**src/rtl/port_io.sv**
```systemverilog
// Port I/O responder: buffers CPU port writes into a TX FIFO drained by a four-phase
// pin handshake, and captures inbound strobed data for CPU reads.
module port_io #(
    parameter int unsigned WIDTH = 8,
    parameter int unsigned DEPTH = 4
) (
    input  logic                       CLK,
    input  logic                       RST,
    input  logic [WIDTH-1:0]           DATA_IN,
    input  logic                       PDR_EN,
    input  logic                       PORT_EN,
    input  logic                       PORT_RD,
    output logic [WIDTH-1:0]           DATA_OUT,
    output logic                       DATA_OE,
    output logic [WIDTH-1:0]           PIO_DOUT,
    output logic                       PIO_VALID,
    input  logic                       PIO_ACK,
    input  logic [WIDTH-1:0]           PIO_DIN,
    input  logic                       PIO_STB,
    output logic [$clog2(DEPTH):0]     TX_LEVEL,
    output logic                       TX_FULL,
    output logic                       RX_FULL,
    output logic                       TX_OVF,
    output logic                       RX_OVF
);

    localparam int unsigned PTR_W = $clog2(DEPTH);
    localparam int unsigned LVL_W = PTR_W + 1;

    typedef enum logic [1:0] {IDLE, SEND, RELEASE} tx_state_t;

    tx_state_t        state;
    logic [WIDTH-1:0] pdr;
    logic [WIDTH-1:0] hold;
    logic [WIDTH-1:0] mem [DEPTH];
    logic [PTR_W-1:0] wr_ptr;
    logic [PTR_W-1:0] rd_ptr;

    logic             cpu_wr;
    logic             cpu_rd;
    logic             push;
    logic             pop;
    logic [WIDTH-1:0] wr_word;
    logic [LVL_W-1:0] level_next;

    always_comb begin
        cpu_wr     = PORT_EN & ~PORT_RD;
        cpu_rd     = PORT_EN & PORT_RD;
        wr_word    = PDR_EN ? DATA_IN : pdr;
        push       = cpu_wr & ~TX_FULL;
        pop        = (state == IDLE) && (TX_LEVEL != '0);
        level_next = TX_LEVEL + LVL_W'(push) - LVL_W'(pop);
    end

    always_ff @(posedge CLK) begin
        if (RST) begin
            pdr <= '0;
        end else if (PDR_EN) begin
            pdr <= DATA_IN;
        end
    end

    // Storage needs no reset: contents are only reachable through the pointers.
    always_ff @(posedge CLK) begin
        if (!RST && push) begin
            mem[wr_ptr] <= wr_word;
        end
    end

    // FIFO bookkeeping and outbound four-phase handshake.
    always_ff @(posedge CLK) begin
        if (RST) begin
            wr_ptr    <= '0;
            rd_ptr    <= '0;
            TX_LEVEL  <= '0;
            TX_FULL   <= 1'b0;
            TX_OVF    <= 1'b0;
            PIO_DOUT  <= '0;
            PIO_VALID <= 1'b0;
            state     <= IDLE;
        end else begin
            TX_LEVEL <= level_next;
            TX_FULL  <= (level_next == LVL_W'(DEPTH));
            if (push) begin
                wr_ptr <= wr_ptr + PTR_W'(1);
            end
            if (cpu_wr && TX_FULL) begin
                TX_OVF <= 1'b1;
            end
            unique case (state)
                IDLE: begin
                    if (pop) begin
                        PIO_DOUT  <= mem[rd_ptr];
                        PIO_VALID <= 1'b1;
                        rd_ptr    <= rd_ptr + PTR_W'(1);
                        state     <= SEND;
                    end
                end
                SEND: begin
                    if (PIO_ACK) begin
                        PIO_VALID <= 1'b0;
                        state     <= RELEASE;
                    end
                end
                RELEASE: begin
                    if (!PIO_ACK) begin
                        state <= IDLE;
                    end
                end
                default: state <= IDLE;
            endcase
        end
    end

    // Inbound capture and CPU read; a read frees the slot for a same-cycle strobe.
    always_ff @(posedge CLK) begin
        if (RST) begin
            hold     <= '0;
            RX_FULL  <= 1'b0;
            RX_OVF   <= 1'b0;
            DATA_OUT <= '0;
            DATA_OE  <= 1'b0;
        end else begin
            DATA_OE <= cpu_rd;
            if (cpu_rd) begin
                DATA_OUT <= RX_FULL ? hold : '0;
            end
            if (PIO_STB && (!RX_FULL || cpu_rd)) begin
                hold    <= PIO_DIN;
                RX_FULL <= 1'b1;
            end else if (cpu_rd) begin
                RX_FULL <= 1'b0;
            end
            if (PIO_STB && RX_FULL && !cpu_rd) begin
                RX_OVF <= 1'b1;
            end
        end
    end

endmodule

```
**config.mk**
```make
export PLATFORM = sky130hd
export DESIGN_NAME = port_io
export DESIGN_NICKNAME = d
export VERILOG_FILES = /design/src/rtl/port_io.sv
export SDC_FILE = /design/constraint.sdc
export NUM_CORES = 1
export LEC_CHECK = 0
export ABC_CLOCK_PERIOD_IN_PS = 5900
export CORE_ASPECT_RATIO = 0.75
export CORE_MARGIN = 8
export CORE_UTILIZATION = 55
export DETAILED_ROUTE_END_ITERATION = 8
export PLACE_DENSITY = 0.88
export RECOVER_POWER = 100
export SLEW_MARGIN = 40
export SYNTH_ARGS = -nofsm -noshare
export SYNTH_HDL_FRONTEND = slang
export SYNTH_SLANG_ARGS = --single-unit
export TNS_END_PERCENT = 5
```
**constraint.sdc**
```tcl
create_clock -name CLK -period 5.9 [get_ports CLK]
set_clock_uncertainty 0.05 [all_clocks]
set_input_delay 1.18 -clock CLK [delete_from_list [all_inputs] [get_ports CLK]]
set_output_delay 1.18 -clock CLK [all_outputs]
set_load 0.01 [all_outputs]
```
==> metrics, run 1 <==
peak supply drop 0.000208 V; Worst Path Required 5.84 ns; CP max FO 49; # IOs 48; worst skew pair latency 0.34 ns; die height 80.6 um; grt total ovfl 0; PwrDens 394 mW/mm^2; Syn-to-layout area delta 22.6%; failing checks capacitance limit, slew limit; Post-Route WL 6370 um; antenna violations before repair 0; Setup crit start kind input port; Synth Cell Area 0.00306 sq mm; Setup crit start RST; min Tclk post-route 4.09 ns; Net Count, Synth 280; DIE AREA 0.00823 sq mm; CTS Buf Count 9; worst r2r src TX_LEVEL[1]; Synth Area in Compound Gates 9.24%; crit-path max cell delay 1.50 ns; area leader, netlist edfxtp_1; post-CTS setup buffers 0; xor-xnor portion of the synthesized cell area 1.14%; type of the worst min-delay path flip-flop to flip-flop; Clk pin slew, worst setup/hold paths 0.07 ns; htree depth 3; DRC 0; crit path kind input port to flip-flop; Post-CTS Resized 0; WL/cell 17.0 um; simple-gate share of the synthesized area 11.8%; largest family of logic cells by synthesized area simple AND/OR/NAND/NOR gates; post-synthesis adder-cell area fraction 3.11%; 1st-iter DRT viols 185; vias in the first global route 2104; Worst slew margin -40.2%; max-slew violations 50; fillcell total 378; Final setup violation count 0; hold_sp DATA_OUT[6]; routability cong. 0.770; Final Hold Vio Count 0; Synth Instances 250; Avg Inst Size Synth 12.2 sq um; post-DP HPWL 4350 um; leak pwr 1.37 nW; Ys Warns 0; setup tns final 0 ns; chip width 102 um; share of layout cells above drive strength 1 8.36%; fin crit share 69.4%; Max Cap Viol 1; clock tree buffer depth 2; vias per inst 5.46; Nets 324; Initial Util 57.2%; Synth top area share 31.4%; clock sink total 79; first-pass detailed-route iteration total 4; number of core rows 23; first-pass GRT wire length 10500 um; top post-synthesis cells by area edfxtp_1 31%, dfxtp_1 31%, mux4_2 5.9%; multiplexer share of the synthesized area 8.83%; f_max 0.244 GHz; CTS Root Cell clkbuf_8; core area 0.00535 sq mm; largest net degree at the start of global routing 50; Via Count 2042; Worst Tran Pin Value 2.10 ns; FF+latch count, synth 79; post-route ant nets 0; Placed Cells 358; CP endpoint kind flip-flop; RSZ-0062 raised after global routing false; status complete, but fails checks; cts hold-fix bufs 0; Final Non-Filler Cells 374; CTS tree built; critical path's slowest cell clkbuf_1; crit path DAT 4.04 ns; Buffers on Ports 47; Unique masters post-synth 35; critical-path cell list dlygate4sd3_1 -> clkbuf_1 -> nor2_1 -> and2_0; GRT Util Overall 16.8%; post-synthesis sequential area ratio 62.1%; antenna cell count 0
==> power breakdown <==
group | switching, mW | internal, mW
Sequential | 0.0639 | 0.628
Clock | 0.179 | 0.238
Combinational | 0.184 | 0.183
==> critical path, delay by kind of cell <==
family,cells,cell delay [ns]
AND/OR/NAND/NOR,2,0.83
buffers and inverters,2,2.02
==> final timing paths <==
kind / end / slack [ns] / cells after the start
worst max-delay path: mem[0][2] / 1.81 / 4
worst min-delay path: DATA_OUT[6] / 0.40 / 2
worst max register to register: TX_FULL / 2.96 / 11
worst min register to register: DATA_OUT[6] / 0.40 / 2
==> Yosys cell counts (all sizes together) <==
master	instances
dfxtp	47
edfxtp	32
a21oi	30
o21ai	17
nand3	16
nand2	13
clkbuf	9
inv	9
nor2	9
nor2b	9
mux2	8
mux4	8
nand4	8
buf	6
ha	6
and2	4
xnor2	3
nor3b	2
or3	2
a21bo	1
a21boi	1
a311oi	1
a31o	1
a31oi	1
fa	1
nand3b	1
nor3	1
nor4b	1
or2	1
or3b	1
xor2	1
==> stage by stage <==
step / power [mW] / setup slack [ns] / util [%] / hold slack [ns] / instance area, sq um
CTS: 1.50 / 2.17 / 70.3 / 0.410 / 3760
finish: 1.48 / 1.81 / 70.1 / 0.404 / 3750
floorplan: 0.955 / 2.77 / - / 0.397 / 3060
global placement: 1.07 / 1.96 / 66.3 / 0.391 / 3550
detailed placement: 1.09 / 1.81 / 66.4 / 0.398 / 3560
global route: 1.56 / 1.55 / 70.1 / 0.430 / 3750
==> final cells by class <==
cell class | count | area [sq um] | share of cell area, %
clock buffer | 12 | 135 | 3.60
clock inverter | 4 | 72.6 | 1.93
inverter | 9 | 33.8 | 0.900
multi-input combinational | 147 | 1040 | 27.8
sequential | 79 | 1900 | 50.7
tap | 75 | 93.8 | 2.50
timing repair buffer | 48 | 474 | 12.6
==> cells in the final DEF (no fill, tap or decap) <==
cell,instances
clkdlybuf4s50_1,19
a31oi_1,1
nand4_1,8
nand2_1,13
nand3_1,16
clkinv_2,1
xor2_1,1
mux2_1,8
or3b_2,1
a31o_1,1
edfxtp_1,32
nor4b_1,1
fa_1,1
a311oi_1,1
xnor2_1,3
clkbuf_1,4
nor3b_1,2
inv_1,9
dlygate4sd3_1,28
mux4_2,8
a21bo_2,1
o21ai_0,17
and2_0,4
or2_1,1
nor2b_1,9
nor2_1,8
clkinvlp_4,1
or3_1,2
bufinv_16,2
nor2_2,1
nor3_2,1
clkbuf_8,9
ha_1,6
nand3b_1,1
a21oi_1,30
a21boi_1,1
dfxtp_1,47
==> registers in the layout, indices dropped and copies added, names as in the netlist, 3 cells and up <==
signal	cells
TX_LEVEL	3
PIO_DOUT	8
hold	8
DATA_OUT	8
pdr	8
mem	32
==> cells by family (layout without fill, tap and decap cells) <==
kind of cell / count (synthesis) / after routing
fa+ha+maj: 7 / 7
flops: 79 / 79
xor+xnor: 4 / 4
simple gates: 68 / 68
buf+inv: 24 / 73
mux: 16 / 16
compound gates: 52 / 52
==> routing by layer <==
layer | GRT usage [%] | vias up | share of wire, %
met4 | 7.30 | 0 | 1.5
li1 | - | 990 | -
met1 | 20.1 | 972 | 42
met2 | 27.2 | 71 | 49
met5 | 0 | - | 0
met3 | 5.70 | 9 | 7.5
Note: power is estimated with default switching activity, not from simulation.
==> run 2: changes to the inputs <==
- ABC_CLOCK_PERIOD_IN_PS: 5900 -> 3300
- CORE_UTILIZATION: 55 -> 48
- PLACE_DENSITY: 0.88 -> 0.82
- clock period: 5.9 -> 3.3 ns (I/O delays scaled with it)
==> run 2 against run 1 <==
Against the previous run: the run still ends with capacitance limit, slew limit left; combinational power increased by 83%; hold slack about the same; non-clock buffer count increased by 4; critical endpoint is now TX_FULL; largest power group unchanged; highest routed layer unchanged.
==> metrics, run 2 (synthesis gave the netlist of run 1 again) <==
die height 85.2 um (+5.6%); post-CTS setup buffers 0 (unchanged); first-pass detailed-route iteration total 4 (unchanged); DRC 0 (unchanged); min Tclk post-route 2.97 ns; commonest non-fill, non-tap cell in the layout dfxtp_1; Hold Crit Depth 2 (unchanged); DIE AREA 0.00922 sq mm (+12%); vias in the first global route 2064 (-1.9%); peak supply drop 0.000259 V (+24%); Worst R2R Path Depth 11 (unchanged); chip width 108 um (+5.9%); DR top layer met4; Clk pin slew, worst setup/hold paths 0.07 ns (about the same); max reg flops 32 (unchanged); Buffers on Ports 47 (unchanged); WL/cell 16.6 um (-2.2%); Worst slew margin -42.5% (-2.4 points); clock sink total 79 (unchanged); CTS Root Cell clkbuf_8; antenna cell count 0 (unchanged); Post-CTS Resized 0 (unchanged); post-route ant nets 0 (unchanged); core area 0.00622 sq mm (+16%); Final Hold Vio Count 0 (unchanged); total power 2.57 mW (+74%); Met2 Routed Length 3160 um (+1.4%); post-DP HPWL 4440 um (+2.1%); crit path kind input port to flip-flop; R2R setup slack 0.48 ns (-2.48 ns); DRT met1 WL 2750 um (+2.7%); Nets 328 (+1.2%); hold_sp DATA_OUT[1]; RSZ-0062 raised after global routing false; fillcell total 482 (+28%); commonest cells after routing, fill and taps aside 47 x dfxtp_1, 32 x edfxtp_1, 30 x a21oi_1; CP endpoint kind flip-flop; # IOs 48 (unchanged); clock tree buffer depth 2 (unchanged); crit path DAT 3.16 ns (-0.88 ns); CP max FO 3 (-94%); PwrDens 683 mW/mm^2 (+74%); CTS Buf Count 9 (unchanged); cts hold-fix bufs 0 (unchanged); first-pass GRT wire length 10300 um (-2.5%); status complete, but fails checks; Final setup violation count 0 (unchanged); share of layout cells above drive strength 1 10.3% (+1.9 points); Worst Tran Pin Value 2.14 ns (+0.0356 ns); 1st-iter DRT viols 129 (-30%); Multi-input gate area 0.00105 sq mm (+0.60%); setup tns final 0 ns (unchanged); worst r2r src TX_LEVEL[1]; leak pwr 1.38 nW (+1.1%); Hold Path End DATA_OUT[1]; antenna violations before repair 0 (unchanged); number of core rows 25 (+8.7%); Via Count 2069 (+1.3%); fin crit share 90.1%; final hold slack 0.404 ns (+0.000225 ns); htree depth 3 (unchanged); RR Endpoint TX_FULL; Post-Route WL 6380 um (+0.13%); grt total ovfl 0 (unchanged); Initial Util 49.2% (-8.0 points); Syn-to-layout area delta 23.0%; largest net degree at the start of global routing 49 (-2.0%); Reg with most FFs mem; Worst Path Required 3.49 ns (-2.35 ns); type of the worst min-delay path flip-flop to flip-flop; failing checks capacitance limit, slew limit; worst skew pair latency 0.35 ns (about the same); Setup crit start kind input port; f_max 0.336 GHz; GRT Util Overall 14.6% (-2.2 points); met3 wire len 337 um (-29%); register area 0.00190 sq mm (unchanged); vias per inst 5.40 (-1.1%); max-slew violations 49 (-2.0%); routability cong. 0.788 (+2.3%); Max Cap Viol 1 (unchanged); CTS tree built
[run 2: per-layer routing]
metal / global-route usage, % / up-vias
li1: - / 1001
met1: 17.4 / 994
met2: 22.8 / 59
met3: 5.15 / 15
met4: 7.29 / 0
met5: 0 / -
[run 2: through the flow]
step	utilization [%]	cell area (sq um)	setup WS, ns	std cells
2_1_floorplan	-	3060	0.692	250
3_3_place_gp	57.6	3590	0.183	368
3_5_place_dp	57.7	3590	0.0778	368
4_1_cts	60.6	3770	0.434	383
5_1_grt	60.5	3770	0.145	383
6_report	60.5	3770	0.326	383
[run 2: worst max-delay path, stage by stage]
cell           delay (ns)
dlygate4sd3_1        0.54
nor3b_1              0.34
inv_1                0.15
ha_1                 0.31
inv_1                0.05
ha_1                 0.12
inv_1                0.05
fa_1                 0.37
xor2_1               0.16
xnor2_1              0.15
nor4b_1              0.25
[run 2: power by group]
group	internal (mW)	switching (mW)	leakage (nW)
combinational	0.339	0.335	0.611
clock	0.340	0.325	0.0957
sequential	1.12	0.110	0.678
total	1.80	0.770	1.38
[run 2: worst max-delay path by stage]
stage	start	endpoint	slack (ns)
after floorplan	PORT_RD	TX_FULL	0.69
after global placement	PORT_EN	TX_FULL	0.18
after detailed placement	PORT_EN	TX_FULL	0.08
after CTS	PORT_EN	TX_FULL	0.43
after global routing	RST	rd_ptr[1]	0.14
final	PORT_EN	TX_FULL	0.33
[run 2: cell type report]
| cell class | count | share of cell area [%] |
|---|---|---|
| timing repair buffer | 52 | 13.4 |
| clock buffer | 10 | 3.39 |
| clock inverter | 5 | 1.33 |
| sequential | 79 | 50.5 |
| inverter | 9 | 0.897 |
| multi-input combinational | 147 | 27.8 |
| tap | 81 | 2.69 |
==> run 3: changes to the inputs <==
- HOLD_SLACK_MARGIN: not set -> 0.15
==> results of run 3 <==
No change in the layout: final DEF, timing and power equal those of run 2.
